## src/rtl/sd_init_sequencer.sv

```systemverilog
// SPI-mode SD card power-up sequencer: CMD0, CMD8, then CMD55/ACMD41 until ready, driving sd_controller.
// Optional per-command response watchdog enabled with `define SD_INIT_WATCHDOG_EN (err_code 5 on timeout).
module sd_init_sequencer #(
  parameter int POWERUP_CYCLES = 64,
  parameter int CMD0_RETRIES   = 8,
  parameter int ACMD41_RETRIES = 1000,
  parameter int CMD_TIMEOUT    = 4096
) (
  input  logic        clk,
  input  logic        rst,
  input  logic        init_start,
  output logic        init_busy,
  output logic        init_done,
  output logic        init_error,
  output logic [2:0]  err_code,
  output logic        card_v2,
  output logic [5:0]  sd_cmd,
  output logic [31:0] sd_arg,
  output logic [6:0]  sd_crc,
  output logic [2:0]  sd_nresponse,
  output logic        sd_start,
  input  logic        sd_done,
  input  logic [7:0]  R1
);
  localparam int PW_W  = $clog2(POWERUP_CYCLES + 1);
  localparam int C0_W  = $clog2(CMD0_RETRIES + 1);
  localparam int A41_W = $clog2(ACMD41_RETRIES + 1);
  localparam logic [PW_W-1:0]  PW_LAST = PW_W'(POWERUP_CYCLES - 1);
  localparam logic [C0_W-1:0]  C0_MAX  = C0_W'(CMD0_RETRIES);
  localparam logic [A41_W-1:0] A41_MAX = A41_W'(ACMD41_RETRIES);

  typedef enum logic [2:0] {
    S_IDLE, S_PWRUP, S_ISSUE, S_WAIT, S_EVAL, S_DONE, S_ERROR
  } state_t;

  typedef enum logic [1:0] {
    C_CMD0, C_CMD8, C_CMD55, C_ACMD41
  } sel_t;

  state_t           state_q, state_d;
  sel_t             sel_q, sel_d;
  logic [PW_W-1:0]  pw_cnt_q, pw_cnt_d;
  logic [C0_W-1:0]  c0_cnt_q, c0_cnt_d, c0_inc;
  logic [A41_W-1:0] a41_cnt_q, a41_cnt_d, a41_inc;
  logic [7:0]       r1_q, r1_d;
  logic             init_busy_q, init_busy_d;
  logic             init_done_q, init_done_d;
  logic             init_error_q, init_error_d;
  logic [2:0]       err_code_q, err_code_d;
  logic             card_v2_q, card_v2_d;
  logic [5:0]       sd_cmd_q, sd_cmd_d;
  logic [31:0]      sd_arg_q, sd_arg_d;
  logic [6:0]       sd_crc_q, sd_crc_d;
  logic [2:0]       sd_nresp_q, sd_nresp_d;
  logic             sd_start_q, sd_start_d;
`ifdef SD_INIT_WATCHDOG_EN
  localparam int WD_W = $clog2(CMD_TIMEOUT + 1);
  localparam logic [WD_W-1:0] WD_LAST = WD_W'(CMD_TIMEOUT - 1);
  logic [WD_W-1:0]  wd_cnt_q, wd_cnt_d;
`endif

  always_comb begin
    state_d      = state_q;
    sel_d        = sel_q;
    pw_cnt_d     = pw_cnt_q;
    c0_cnt_d     = c0_cnt_q;
    a41_cnt_d    = a41_cnt_q;
    r1_d         = r1_q;
    init_done_d  = init_done_q;
    init_error_d = init_error_q;
    err_code_d   = err_code_q;
    card_v2_d    = card_v2_q;
    sd_cmd_d     = sd_cmd_q;
    sd_arg_d     = sd_arg_q;
    sd_crc_d     = sd_crc_q;
    sd_nresp_d   = sd_nresp_q;
    c0_inc       = (c0_cnt_q == C0_MAX) ? c0_cnt_q : c0_cnt_q + 1'b1;
    a41_inc      = (a41_cnt_q == A41_MAX) ? a41_cnt_q : a41_cnt_q + 1'b1;
`ifdef SD_INIT_WATCHDOG_EN
    wd_cnt_d     = wd_cnt_q;
`endif

    case (state_q)
      S_IDLE, S_DONE, S_ERROR: begin
        // A new run from DONE/ERROR wipes the previous result before power-up.
        if (init_start || state_q == S_IDLE) begin
          init_done_d  = 1'b0;
          init_error_d = 1'b0;
          err_code_d   = 3'd0;
          card_v2_d    = 1'b0;
          c0_cnt_d     = '0;
          a41_cnt_d    = '0;
        end
        if (init_start) begin
          state_d  = S_PWRUP;
          pw_cnt_d = '0;
        end
      end
      S_PWRUP: begin
        if (pw_cnt_q == PW_LAST) begin
          state_d = S_ISSUE;
          sel_d   = C_CMD0;
        end else begin
          pw_cnt_d = pw_cnt_q + 1'b1;
        end
      end
      S_ISSUE: begin
        state_d = S_WAIT;
`ifdef SD_INIT_WATCHDOG_EN
        wd_cnt_d = '0;
`endif
      end
      S_WAIT: begin
        if (sd_done) begin
          r1_d    = R1;
          state_d = S_EVAL;
        end
`ifdef SD_INIT_WATCHDOG_EN
        else if (wd_cnt_q == WD_LAST) begin
          state_d      = S_ERROR;
          init_error_d = 1'b1;
          err_code_d   = 3'd5;
        end else begin
          wd_cnt_d = wd_cnt_q + 1'b1;
        end
`endif
      end
      S_EVAL: begin
        state_d = S_ISSUE;
        case (sel_q)
          C_CMD0: begin
            if (r1_q == 8'h01) begin
              sel_d = C_CMD8;
            end else begin
              c0_cnt_d = c0_inc;
              if (c0_inc == C0_MAX) begin
                state_d      = S_ERROR;
                init_error_d = 1'b1;
                err_code_d   = 3'd1;
              end
            end
          end
          C_CMD8: begin
            if (r1_q == 8'h01 || r1_q == 8'h05) begin
              card_v2_d = (r1_q == 8'h01);
              sel_d     = C_CMD55;
            end else begin
              state_d      = S_ERROR;
              init_error_d = 1'b1;
              err_code_d   = 3'd2;
            end
          end
          C_CMD55: begin
            if (r1_q == 8'h00 || r1_q == 8'h01) begin
              sel_d = C_ACMD41;
            end else begin
              state_d      = S_ERROR;
              init_error_d = 1'b1;
              err_code_d   = 3'd4;
            end
          end
          default: begin
            if (r1_q == 8'h00) begin
              state_d     = S_DONE;
              init_done_d = 1'b1;
            end else if (r1_q == 8'h01) begin
              a41_cnt_d = a41_inc;
              sel_d     = C_CMD55;
              if (a41_inc == A41_MAX) begin
                state_d      = S_ERROR;
                init_error_d = 1'b1;
                err_code_d   = 3'd3;
              end
            end else begin
              state_d      = S_ERROR;
              init_error_d = 1'b1;
              err_code_d   = 3'd4;
            end
          end
        endcase
      end
      default: state_d = S_IDLE;
    endcase

    // Command fields are latched on entry to ISSUE and stay put through WAIT.
    if (state_d == S_ISSUE) begin
      case (sel_d)
        C_CMD0: begin
          sd_cmd_d = 6'd0;  sd_arg_d = 32'h0;        sd_crc_d = 7'h4A; sd_nresp_d = 3'd0;
        end
        C_CMD8: begin
          sd_cmd_d = 6'd8;  sd_arg_d = 32'h000001AA; sd_crc_d = 7'h43; sd_nresp_d = 3'd4;
        end
        C_CMD55: begin
          sd_cmd_d = 6'd55; sd_arg_d = 32'h0;        sd_crc_d = 7'h32; sd_nresp_d = 3'd0;
        end
        default: begin
          sd_cmd_d   = 6'd41;
          sd_arg_d   = card_v2_d ? 32'h40000000 : 32'h0;
          sd_crc_d   = card_v2_d ? 7'h3B : 7'h72;
          sd_nresp_d = 3'd0;
        end
      endcase
    end

    sd_start_d  = (state_d == S_ISSUE);
    init_busy_d = (state_d == S_PWRUP) || (state_d == S_ISSUE) ||
                  (state_d == S_WAIT)  || (state_d == S_EVAL);
  end

  always_ff @(posedge clk) begin
    if (rst) begin
      state_q      <= S_IDLE;
      sel_q        <= C_CMD0;
      pw_cnt_q     <= '0;
      c0_cnt_q     <= '0;
      a41_cnt_q    <= '0;
      r1_q         <= 8'h0;
      init_busy_q  <= 1'b0;
      init_done_q  <= 1'b0;
      init_error_q <= 1'b0;
      err_code_q   <= 3'd0;
      card_v2_q    <= 1'b0;
      sd_cmd_q     <= 6'd0;
      sd_arg_q     <= 32'h0;
      sd_crc_q     <= 7'h0;
      sd_nresp_q   <= 3'd0;
      sd_start_q   <= 1'b0;
`ifdef SD_INIT_WATCHDOG_EN
      wd_cnt_q     <= '0;
`endif
    end else begin
      state_q      <= state_d;
      sel_q        <= sel_d;
      pw_cnt_q     <= pw_cnt_d;
      c0_cnt_q     <= c0_cnt_d;
      a41_cnt_q    <= a41_cnt_d;
      r1_q         <= r1_d;
      init_busy_q  <= init_busy_d;
      init_done_q  <= init_done_d;
      init_error_q <= init_error_d;
      err_code_q   <= err_code_d;
      card_v2_q    <= card_v2_d;
      sd_cmd_q     <= sd_cmd_d;
      sd_arg_q     <= sd_arg_d;
      sd_crc_q     <= sd_crc_d;
      sd_nresp_q   <= sd_nresp_d;
      sd_start_q   <= sd_start_d;
`ifdef SD_INIT_WATCHDOG_EN
      wd_cnt_q     <= wd_cnt_d;
`endif
    end
  end

  assign init_busy    = init_busy_q;
  assign init_done    = init_done_q;
  assign init_error   = init_error_q;
  assign err_code     = err_code_q;
  assign card_v2      = card_v2_q;
  assign sd_cmd       = sd_cmd_q;
  assign sd_arg       = sd_arg_q;
  assign sd_crc       = sd_crc_q;
  assign sd_nresponse = sd_nresp_q;
  assign sd_start     = sd_start_q;

endmodule

```

## config.mk

```make
export PLATFORM = sky130hd
export DESIGN_NAME = sd_init_sequencer
export DESIGN_NICKNAME = d
export VERILOG_FILES = /design/src/rtl/sd_init_sequencer.sv
export SDC_FILE = /design/constraint.sdc
export NUM_CORES = 1
export LEC_CHECK = 0
export ABC_AREA = 1
export BUFFER_PORTS_ARGS = -buffer_cell sky130_fd_sc_hd__buf_2
export CORE_UTILIZATION = 50
export DETAILED_ROUTE_END_ITERATION = 16
export GPL_TIMING_DRIVEN = 1
export PLACE_DENSITY = 0.79
export SLEW_MARGIN = 20
export SYNTH_ARGS = -nofsm -noshare
export SYNTH_HDL_FRONTEND = slang
export SYNTH_SLANG_ARGS = --single-unit
export TNS_END_PERCENT = 30
```

## constraint.sdc

```tcl
create_clock -name clk -period 2.2 [get_ports clk]
set_clock_uncertainty 0.15 [all_clocks]
set_input_delay 0.11 -clock clk [delete_from_list [all_inputs] [get_ports clk]]
set_output_delay 0.11 -clock clk [all_outputs]
set_load 0.005 [all_outputs]
```

### After elaboration in Yosys (flattened, before gate mapping)

Cells that the tools add are included.

* flip-flop bits (word level): 90
* word-level logic and storage cells: 143
* output and inout port bits: 56

* reductions and logical operators: 21
* add/subtract/negate cells: 3
* muxes and demuxes: 67
* equal/unequal tests: 36

Operators with widths (number)
* $pmux 31 s2: 1
* $mux 3: 19
* $mux 10: 5
* $mux 31: 1
* $mux 7: 3
* $pmux 7 s3: 1
* $eq 10x10->1 const B: 2
* $pmux 10 s2: 1
* $ne 2x2->1 const B: 9
* $pmux 3 s3: 2
* $pmux 6 s3: 1
* $mux 4: 4
* $pmux 3 s5: 1
* $pmux 7 s2: 1
* $mux 1: 13
* $eq 3x2->1 const B: 4
* $eq 3x3->1 const B: 4
* $mux 2: 6
* $ne 3x3->1 const B: 4
* $add 10x1->10 const B: 1
* $eq 4x4->1 const B: 2
* $eq 8x1->1 const B: 1
* $eq 8x3->1 const B: 1
* $logic_not 8->1: 1
* other kinds (25): 39

### Longest topological paths before layout

Gate-level depths: netlist (run 1).

* word-level depth: 12
* gate-level depth with buffers: 17
* gate-level depth less buffers: 16

### Worst setup path after synthesis (run 1)

Ideal clock, no wire load.

* kind: reg2reg
* start: reg a41_cnt_q[0]
* end: reg sd_cmd_q[3], in the netlist sd_cmd[3]
* slack: 241 ps
* buffers on the path: 1
* stages on the path, launching flop included: 18
* arrival time: 1695 ps
* setup time: 114 ps
* cell sequence: dfxtp_1 -> ha_1 -> nand2_1 -> nor2_2 -> nand2_1 -> nand2_1 -> nand2_1 -> inv_2 -> nand3_1 -> nor2_2 -> nand2_2 -> nand2_2 -> nand2_4 -> nand3_4 -> buf_12 -> nand2_1 -> nand2_1 -> nor2_2

* word-level cells in the longest chain between the ends: 9
* elaborated cells on any way between the ends: 10
* those cells by class: add/sub (1); eq/ne (3); mux (6)

Ends and longest elaborated chain
* start, declared: RTL line 44 `logic [A41_W-1:0] a41_cnt_q, a41_cnt_d, a41_inc;`
* start signal, assigned: RTL line 237 `a41_cnt_q <= a41_cnt_d;`
* $add 10x1->10 / $eq 10x10->1 (equally long branches): RTL line 78 `a41_inc = (a41_cnt_q == A41_MAX) ? a41_cnt_q : a41_cnt_q + 1'b1;`
* $mux 10 (*): RTL line 78
* $eq 10x10->1 (*): RTL line 169 `if (a41_inc == A41_MAX) begin`
* $mux 3 (*): RTL line 169
* $mux 3 (*): RTL line 166 `end else if (r1_q == 8'h01) begin`
* $mux 3 (*): RTL line 163 `if (r1_q == 8'h00) begin`
* $pmux 3 s3 (*): RTL line 130 `case (sel_q)`
* $pmux 3 s5 (*): RTL line 83 `case (state_q)`
* $eq 3x2->1 (*): RTL line 186 `if (state_d == S_ISSUE) begin`
* end signal, assigned: RTL line 244 `sd_cmd_q <= sd_cmd_d;`
* end, declared: RTL line 51 `logic [5:0] sd_cmd_q, sd_cmd_d;`

Mark *: on every way between the ends. The rest lies on a longest branch, timed or not.
A chain may end at the register's enable or synchronous reset.

### Worst setup path after layout (run 1)

* start: reg c0_cnt_q[0]
* end: reg sd_crc_q[3], in the netlist sd_crc[3]

* word-level cells in the longest chain between the ends: 8
* elaborated cells on any way between the ends: 9
* those cells by class: add/sub (1); eq/ne (3); mux (5)

Ends and longest elaborated chain
* start, declared: RTL line 43 `logic [C0_W-1:0] c0_cnt_q, c0_cnt_d, c0_inc;`
* start signal, assigned: RTL line 236 `c0_cnt_q <= c0_cnt_d;`
* $add 4x1->4 / $eq 4x4->1 (equally long branches): RTL line 77 `c0_inc = (c0_cnt_q == C0_MAX) ? c0_cnt_q : c0_cnt_q + 1'b1;`
* $mux 4 (*): RTL line 77
* $eq 4x4->1 (*): RTL line 136 `if (c0_inc == C0_MAX) begin`
* $mux 3 (*): RTL line 136
* $mux 3 (*): RTL line 132 `if (r1_q == 8'h01) begin`
* $pmux 3 s3 (*): RTL line 130
* $pmux 3 s5 (*): RTL line 83
* $eq 3x2->1 (*): RTL line 186
* end signal, assigned: RTL line 246 `sd_crc_q <= sd_crc_d;`
* end, declared: RTL line 53 `logic [6:0] sd_crc_q, sd_crc_d;`

Marks and branches as above.

==> results of run 1 <==
## final cells by class
type	count	area [µm²]	share of cell area [%]
Clock buffer	6	82.6	2.33
Clock inverter	2	38.8	1.10
Inverter	56	210	5.94
Multi-Input combinational cell	322	1700	48.1
Sequential cell	51	1030	29.2
Tap cell	75	93.8	2.65
Timing Repair Buffer	60	379	10.7
## logic make-up after synthesis
| family | count (synthesis) | synth area share [%] |
|---|---|---|
| XOR/XNOR | 4 | 1.12 |
| AND/OR/NAND/NOR | 208 | 31.2 |
| buffers and inverters | 104 | 18.3 |
| other | 1 | 0.120 |
| adder cells (fa/ha/maj) | 5 | 2.01 |
| AO/OA/AOI/OAI | 76 | 14.5 |
| flip-flops | 51 | 32.8 |
## worst max-delay path by stage
stage                              startpoint                endpoint  slack, ns  depth (start not counted)
CTS                 a41_cnt_q[0]$_SDFFE_PP0P_  sd_crc[6]$_SDFFE_PP0P_       0.02                         15
global placement    a41_cnt_q[0]$_SDFFE_PP0P_  sd_cmd[3]$_SDFFE_PP0P_       0.18                         16
detailed placement  a41_cnt_q[0]$_SDFFE_PP0P_  sd_cmd[3]$_SDFFE_PP0P_       0.03                         13
global route        a41_cnt_q[0]$_SDFFE_PP0P_  sd_arg[8]$_SDFFE_PP0P_      -0.02                         16
finish               c0_cnt_q[0]$_SDFFE_PP0P_  sd_crc[3]$_SDFFE_PP0P_       0.11                         12
floorplan           a41_cnt_q[0]$_SDFFE_PP0P_  sd_cmd[3]$_SDFFE_PP0P_       0.24                         17
## synth_stat cells, drive strengths merged
cell | number | area [µm²]
nor2 | 68 | 300
dfxtp | 51 | 1020
a21oi | 30 | 176
o21ai | 28 | 144
or2 | 1 | 6.26
o211a | 1 | 10.0
conb | 1 | 3.75
and2 | 1 | 6.26
clkbuf | 4 | 15.0
xor2 | 3 | 26.3
nand2 | 85 | 354
a211oi | 9 | 67.6
nand3 | 36 | 198
nand4 | 9 | 56.3
inv | 56 | 210
a31oi | 5 | 31.3
o21a | 2 | 15.0
xnor2 | 1 | 8.76
nor3 | 8 | 50.1
ha | 5 | 62.6
buf | 44 | 345
o211ai | 1 | 7.51
## sequential cells by signal, indices dropped and copies added (netlist names)
register and flops:
a41_cnt_q 10, c0_cnt_q 4, card_v2 1, err_code 3
init_busy 1, init_done 1, init_error 1, pw_cnt_q 7
r1_q 8, sd_arg 2, sd_cmd 3, sd_crc 4
sd_start 1, sel_q 2, state_q 3
## worst max-delay path, delay by kind of cell, from the launching register on
family / cells / cell delay, ns
flip-flops: 1 / 0.41
AO/OA/AOI/OAI: 2 / 0.31
AND/OR/NAND/NOR: 6 / 0.62
adder cells (fa/ha/maj): 1 / 0.21
XOR/XNOR: 1 / 0.09
buffers and inverters: 2 / 0.23
## stage by stage
step,total power [mW],cells,cell area [µm²],worst slack [ns]
3_5_place_dp,1.19,548,3190,0.0252
3_3_place_gp,1.19,548,3190,0.177
2_1_floorplan,1.18,477,3220,0.241
4_1_cts,1.90,564,3390,0.0188
6_report,1.91,572,3540,0.114
5_1_grt,1.98,572,3540,-0.0184
## where the power goes
| group | total [mW] | internal (mW) | switching, mW |
|---|---|---|---|
| sequential | 0.976 | 0.948 | 0.0283 |
| clock | 0.705 | 0.375 | 0.330 |
| combinational | 0.226 | 0.0788 | 0.148 |
## repair_timing
| action | 4_1_cts | 5_1_grt |
|---|---|---|
| setup buffers | 0 | 8 |
| gates resized for setup | 0 | 30 |
| hold buffers | 8 | 0 |
| setup endpoints to repair | 0 | 19 |
| endpoints found under the hold margin | 8 | 0 |
## routing by layer
layer | up-vias | GRT usage [%] | part of all wire (%)
met5 | - | 0 | 0
met4 | 0 | 8.39 | 1.2
met3 | 8 | 4.04 | 5.5
met2 | 118 | 33.9 | 48
met1 | 1305 | 26.6 | 45
li1 | 1472 | - | -
==> flow_summary.toml, run 1 <==
[global_route]
antenna_found_initial = 0
grt_use_total_pct = 20.7
grt_pass1_vias = 2497
grt_max_degree = 31
grt_pass1_wl_um = 10600
grt_overflow_total = 0

[die]
ioPinCount = 68
core-area_um2 = 5960
start_util_pct = 52.3
die_area_um2 = 6550
fp-row-count = 28
fp.dieW_um = 80.9
fp.dieH_um = 80.9

[sta]
max_freq_mhz = 479
setup_violations = 0
fin_crit_ns = 2.09
tightest_slew_ns = 0.556
hold_ws_ns = 0.107
fin_crit_sh_pct = 94.8
tns_ns = 0
hold_viol = 0
drv_slew = 0
slew-limit-headroom_pct = 62.9

[worst_setup_path]
cp_slowest_cell = "dfxtp_1"
critPathRequiredTime_ns = 2.31
critPathKind = "flop to flop"
critical_path.max_fanout = 6
cp-start-kind = "flop"
path_cells = "inv_1 > ha_1 > nand3_1 > xor2_1 > nor2_1 > nand3_1 > a21oi_2 > nand2_4 > nand3_4 > buf_4 > nand2_2 > a21oi_2"
cpPeakStageDelay_ns = 0.41
crit_arrival_ns = 2.19
crit_path_end_kind = "flop"
r2r-end = "sd_crc[3]$_SDFFE_PP0P_"
reg2reg_slack_ns = 0.11
r2r-start = "c0_cnt_q[0]$_SDFFE_PP0P_"
r2r_cells = 12

[final_layout]
final_common_cell = "nand2_1"
nFillCells = 519
drive_gt1_share_pct = 24.9
antenna_cells = 0
final_core_util_pct = 59.5
finalNetCount = 513
final_cell_mix = "nand2_1, nor2_1, inv_1, dfxtp_1, buf_2"
area_growth_pct = 13.7

[hold_path]
min_from = "init_start"
whs_endpoint = "state_q[0]$_SDFF_PP0_"
hold_class = "input port to flop"
min_path_cells = 5

[power]
powerDensity_nw_per_um2 = 539
leakage_nw = 1.62
vdd_drop_max_uv = 371

[routing]
via_per_inst = 5.08
drt_wl_total_um = 6880
first_pass_iters = 4
drc_errors = 0
wl_per_cell_um = 12.0
drtAntennaViolNets = 0
drtIter0Drc = 178
vias = 2903

[status]
outcome = "completed"

[placement]
finalWeightedCongestion = 0.917
io_buffer_count = 38
dp_hpwl_um = 4760

[synthesis]
avgSynthCellArea_um2 = 6.94
ys_seq_area_share_pct = 32.8
synthCells = 449
ys_warn_count = 0
ys_types = 36
synth_seq_cells = 51
syn_area_um2 = 3120

[clocking]
ctsRootBufferMaster = "clkbuf_8"
clk_latency_ns = 0.31
cts.sinks = 51
numCtsBuffers = 5
path_clk_slew_ns = 0.10
htree_levels = 2
cts_tree = "done"
cts_buffer_depth = 2

[flow_run]
maxCapViolCount = 0
(Power assumes the default switching activity.)
==> run 2: changes to the inputs <==
--- a/config.mk
+++ b/config.mk
@@ -7,10 +7,10 @@
 export LEC_CHECK = 0
 export ABC_AREA = 1
 export BUFFER_PORTS_ARGS = -buffer_cell sky130_fd_sc_hd__buf_2
-export CORE_UTILIZATION = 50
+export CORE_UTILIZATION = 49
 export DETAILED_ROUTE_END_ITERATION = 16
 export GPL_TIMING_DRIVEN = 1
-export PLACE_DENSITY = 0.79
+export PLACE_DENSITY = 0.81
 export SLEW_MARGIN = 20
 export SYNTH_ARGS = -nofsm -noshare
 export SYNTH_HDL_FRONTEND = slang
==> constraint.sdc (replaced) <==
create_clock -name clk -period 1.7 [get_ports clk]
set_clock_uncertainty 0.15 [all_clocks]
set_input_delay 0.085 -clock clk [delete_from_list [all_inputs] [get_ports clk]]
set_output_delay 0.085 -clock clk [all_outputs]
set_load 0.05 [all_outputs]
==> flow_summary.toml, run 2 (synthesis results as in run 1) <==
[status]
outcome = "complete, but fails checks"
violations = "negative setup slack"

[die]
die_area_um2 = 6680
start_util_pct = 51.7
ioPinCount = 68
fp.dieW_um = 81.7
fp.dieH_um = 81.7
core-area_um2 = 6030
fp-row-count = 28

[global_route]
grt_overflow_total = 0
use_met2_pct = 43.8
grt_use_total_pct = 24.3
grt_use_met1_pct = 28.1
grt_pass1_vias = 2942
top_usage_layer = "met2"
grt_max_degree = 31
antenna_found_initial = 0
met3_usage_pct = 4.00
grt_pass1_wl_um = 12500

[routing]
first_pass_iters = 5
wl_per_cell_um = 13.8
drc_errors = 0
drt_wl_total_um = 8960
drtAntennaViolNets = 0
drtIter0Drc = 255
vias = 3448
via_per_inst = 5.33

[sta]
drv_slew = 0
rsz0062_at_grt = "true"
fin_crit_ns = 2.14
max_freq_mhz = 468
layout_setup_ws_ns = -0.435
fin_crit_sh_pct = 126
tns_ns = -6.33
setup_violations = 36
hold_viol = 0

[final_layout]
drive_gt1_share_pct = 43.4
largest_reg_flops = 10
antenna_cells = 0
reg_top3 = "a41_cnt_q x10, r1_q x8, pw_cnt_q x7"
nFillCells = 403
final_cell_mix = "buf_4, nand2_1, nor2_1, inv_1, dfxtp_1"
area_growth_pct = 38.0
final_core_util_pct = 71.4
regMostFlops = "a41_cnt_q"
finalNetCount = 588
final_common_cell = "buf_4"

[clocking]
path_clk_slew_ns = 0.10
cts_buffer_depth = 2
cts_tree = "done"
ctsRootBufferMaster = "clkbuf_8"
numCtsBuffers = 5
htree_levels = 2
clk_latency_ns = 0.31
cts.sinks = 51

[power]
powerDensity_nw_per_um2 = 604
power.internal_mw = 1.75
clockPowerShare_pct = 29.2
switching_share_pct = 32.5
leakage_nw = 1.99
combPwrFrac_pct = 22.0
p_seq_share_pct = 48.8
vdd_drop_max_uv = 654
p_sw_mw = 0.843
p_total_mw = 2.60

[worst_setup_path]
critical_path.max_fanout = 5
critPathRequiredTime_ns = 1.76
crit_arrival_ns = 2.20
crit_path_end_kind = "flop"
critPathKind = "flop to flop"
cp-start-kind = "flop"

[placement]
io_buffer_count = 38
dp_hpwl_um = 5470
finalWeightedCongestion = 0.954

[hold_path]
hold_class = "input port to flop"

[flow_run]
maxCapViolCount = 0
[run 2: layout make-up]
class | count | area, µm² | area share [%]
timing repair buffer | 133 | 927 | 21.6
tap | 75 | 93.8 | 2.18
sequential | 51 | 1040 | 24.1
clock inverter | 2 | 13.8 | 0.320
clock buffer | 6 | 82.6 | 1.92
inverter | 56 | 218 | 5.06
multi-input combinational | 324 | 1930 | 44.8
[run 2: timing repair]
item | in CTS | in global routing
cloned | 2 | 0
pin swaps | 18 | 33
gates resized for setup | 33 | 41
endpoints found under the setup margin | 36 | 40
endpoints found under the hold margin | 8 | 0
setup buffers | 4 | 6
hold buffers | 8 | 0
[run 2: worst max-delay path, stage by stage, from the launching register on]
cell	delay [ns]
dfxtp_1	0.32
nor2_1	0.12
nand2_2	0.10
buf_4	0.15
inv_1	0.09
nand3_1	0.10
nand2_1	0.13
o21a_1	0.23
a21oi_4	0.11
nand2_4	0.13
nand4_1	0.15
nor2_1	0.21
nor2_2	0.05
[run 2: final timing paths]
check,slack [ns],from,to,cells past startpoint
max,-0.44,r1_q[6]$_SDFFE_PP0P_,sd_crc[6]$_SDFFE_PP0P_,12
min,0.05,rst,a41_cnt_q[6]$_SDFFE_PP0P_,4
max reg2reg,-0.44,r1_q[6]$_SDFFE_PP0P_,sd_crc[6]$_SDFFE_PP0P_,12
min reg2reg,0.31,sd_crc[1]$_SDFFE_PP0P_,sd_crc[1]$_SDFFE_PP0P_,2
[run 2: metal layers]
layer | wire length, µm | share of wire (%)
met2 | 4520 | 50
met3 | 664 | 7.4
met4 | 364 | 4.1
met1 | 3410 | 38
met5 | 0 | 0
[run 2: power groups by stage]
stage                     sequential (mW)  clock, mW  combinational (mW)
after floorplan                      1.29          0               0.381
final                                1.27      0.758               0.572
after CTS                            1.26      0.759               0.515
after detailed placement             1.28          0               0.481
after global routing                 1.27      0.804               0.618
after global placement               1.28          0               0.471
[run 2: per-stage QoR]
step                hold slack (ns)  instance area, µm²  setup slack, ns  std cells
floorplan                     0.102                3270           -0.152        477
global placement              0.182                3770           -0.263        619
detailed placement            0.188                3770           -0.326        619
CTS                          0.0324                4100           -0.318        641
global route                 0.0601                4300           -0.482        647
finish                       0.0478                4300           -0.435        647
==> run 3: changes to the inputs <==
--- a/config.mk
+++ b/config.mk
@@ -5,12 +5,11 @@
 export SDC_FILE = /design/constraint.sdc
 export NUM_CORES = 1
 export LEC_CHECK = 0
-export ABC_AREA = 1
 export BUFFER_PORTS_ARGS = -buffer_cell sky130_fd_sc_hd__buf_2
-export CORE_UTILIZATION = 49
+export CORE_UTILIZATION = 50
 export DETAILED_ROUTE_END_ITERATION = 16
 export GPL_TIMING_DRIVEN = 1
-export PLACE_DENSITY = 0.81
+export PLACE_DENSITY = 0.82
 export SLEW_MARGIN = 20
 export SYNTH_ARGS = -nofsm -noshare
 export SYNTH_HDL_FRONTEND = slang
==> flow_summary.toml, run 3 <==
[global_route]
antenna_found_initial = 0
grt_pass1_vias = 3191
grt_use_total_pct = 28.6
grt_pass1_wl_um = 14900
grt_overflow_total = 0
grt_max_degree = 18

[die]
fp.dieH_um = 82.5
ioPinCount = 68
fp-row-count = 28
start_util_pct = 53.2
core-area_um2 = 6100
fp.dieW_um = 82.5
die_area_um2 = 6810

[final_layout]
fin_area_um2 = 4660
largest_reg_flops = 10
final_common_cell = "buf_4"
area_growth_pct = 43.8
antenna_cells = 0
finalNonFillerCells = 615
regMostFlops = "a41_cnt_q"
final_cell_mix = "buf_4, nand2_1, buf_2, dfxtp_1, nor2_1"
finalNetCount = 556
reg_top3 = "a41_cnt_q x10, r1_q x8, pw_cnt_q x7"
drive_gt1_share_pct = 43.9

[placement]
dp_hpwl_um = 6180
dp.cells = 586
finalWeightedCongestion = 0.906
placed_cell_area_um2 = 4030
io_buffer_count = 38

[synthesis]
netlist_top_cells_count = "dfxtp_1, nand2_1, buf_4"
synth_area_leader_cell = "dfxtp_1"
synth.area.top_cells = "dfxtp_1, buf_4, nand2_1"
yosysMostFrequentCell = "dfxtp_1"
avgSynthCellArea_um2 = 7.98
synthCells = 406
synth_flop_cell = "dfxtp_1"
ys_types = 70
synth_edf_count = 0
synth_seq_cells = 51
async_reset_ff_share_pct = 0
syn_area_um2 = 3240
ys_seq_area_share_pct = 31.5
ys_warn_count = 0
synth_top_area_share_pct = 31.5

[sta]
drv_slew = 0
layout_setup_ws_ns = -0.653
max_freq_mhz = 425
tns_ns = -16.74
setup_violations = 43
hold_ws_ns = 0.130
fin_crit_sh_pct = 138
fin_crit_ns = 2.35
rsz0062_at_grt = "true"
hold_viol = 0

[clocking]
cts_tree = "done"
cts_buffer_depth = 2
ctsRootBufferMaster = "clkbuf_8"
path_clk_slew_ns = 0.10
clk_latency_ns = 0.32
numCtsBuffers = 5
htree_levels = 2
cts.sinks = 51

[worst_setup_path]
critPathKind = "flop to flop"
crit_path_end_kind = "flop"
path_buf_inv = 3
path_cells = "or4_4 > buf_4 > nor3b_4 > buf_4 > o21ai_0 > buf_4 > o21ai_1 > a21oi_2"
crit_arrival_ns = 2.41
crit_path_start = "r1_q[1]$_SDFFE_PP0P_"
critPathRequiredTime_ns = 1.76
r2r-start = "r1_q[1]$_SDFFE_PP0P_"
crit_top_cell = "buf_4"
cp-start-kind = "flop"
cp_slowest_cell = "or4_4"
cpPeakStageDelay_ns = 0.58
cp_top_family = "simple AND/OR/NAND/NOR gates"
critical_path.max_fanout = 7

[routing]
wl_per_cell_um = 16.6
drtIter0Drc = 393
drc_errors = 0
drtAntennaViolNets = 0
drt_wl_total_um = 10200
vias = 3611
via_per_inst = 5.87
first_pass_iters = 7

[power]
vdd_drop_max_uv = 427
switching_share_pct = 30.2
p_total_mw = 2.32
clockPowerShare_pct = 33.4
powerDensity_nw_per_um2 = 498
leakage_nw = 2.01
combPwrFrac_pct = 14.9
p_seq_share_pct = 51.7
power.internal_mw = 1.62
p_sw_mw = 0.701

[status]
outcome = "complete, but fails checks"
violations = "negative setup slack"

[hold_path]
min_from = "sd_done"
hold_class = "input port to flop"

[flow_run]
maxCapViolCount = 0
==> run 3: cell type report <==
type / count / area [µm²]
multi-input cells: 312 / 2240
fillers: 390 / 1440
repair buffers: 156 / 1130
flip-flops and latches: 51 / 1050
well taps: 75 / 93.8
clock buffers: 6 / 82.6
inverters: 13 / 48.8
clock inverters: 2 / 15.0
==> run 3: final timing paths <==
path | end | slack [ns] | depth (start not counted)
hold / removal | state_q[2]$_SDFF_PP0_ | 0.13 | 4
setup reg to reg | a41_cnt_q[4]$_SDFFE_PP0P_ | -0.65 | 8
hold reg to reg | sd_crc[1]$_SDFFE_PP0P_ | 0.31 | 2
setup / recovery | a41_cnt_q[4]$_SDFFE_PP0P_ | -0.65 | 8
==> run 3: worst min-delay path, stage by stage <==
cell and delay [ns]:
buf_2 0.10, nand3_1 0.15, nand2_1 0.11, o21a_1 0.12
==> run 3: layer usage <==
metal  wire length (µm)  track usage, %
met4                370            11.2
met1               4300            36.2
met5                  0               0
met2               4690            47.9
met3                874            5.38
==> run 3: timing repair <==
action / CTS / global route
gates cloned: 0 / 0
endpoints found under the setup margin: 43 / 43
hold endpoints to repair: 10 / 0
setup buffers: 6 / 6
resized for setup: 44 / 44
pin swaps: 16 / 15
hold buffers: 9 / 0
==> run 3: metrics by stage <==
stage	setup WS (ns)	utilization [%]
after detailed placement	-0.621	66.2
after global routing	-0.690	76.5
after global placement	-0.588	66.2
final	-0.653	76.5
after floorplan	-0.655	-
after CTS	-0.619	73.0
==> run 3: cell families after synthesis <==
group | synth area share [%]
flip-flops | 31.5
adder cells (fa/ha/maj) | 2.24
buffers and inverters | 13.2
AND/OR/NAND/NOR | 26.8
other | 0.116
AO/OA/AOI/OAI | 19.9
multiplexers | 4.05
XOR/XNOR | 2.16
==> run 3: power groups by stage <==
stage	logic [mW]	registers (mW)	clock network (mW)
global route	0.365	1.20	0.824
floorplan	0.260	1.24	0
finish	0.346	1.20	0.775
detailed placement	0.295	1.23	0
CTS	0.324	1.20	0.772
global placement	0.291	1.23	0
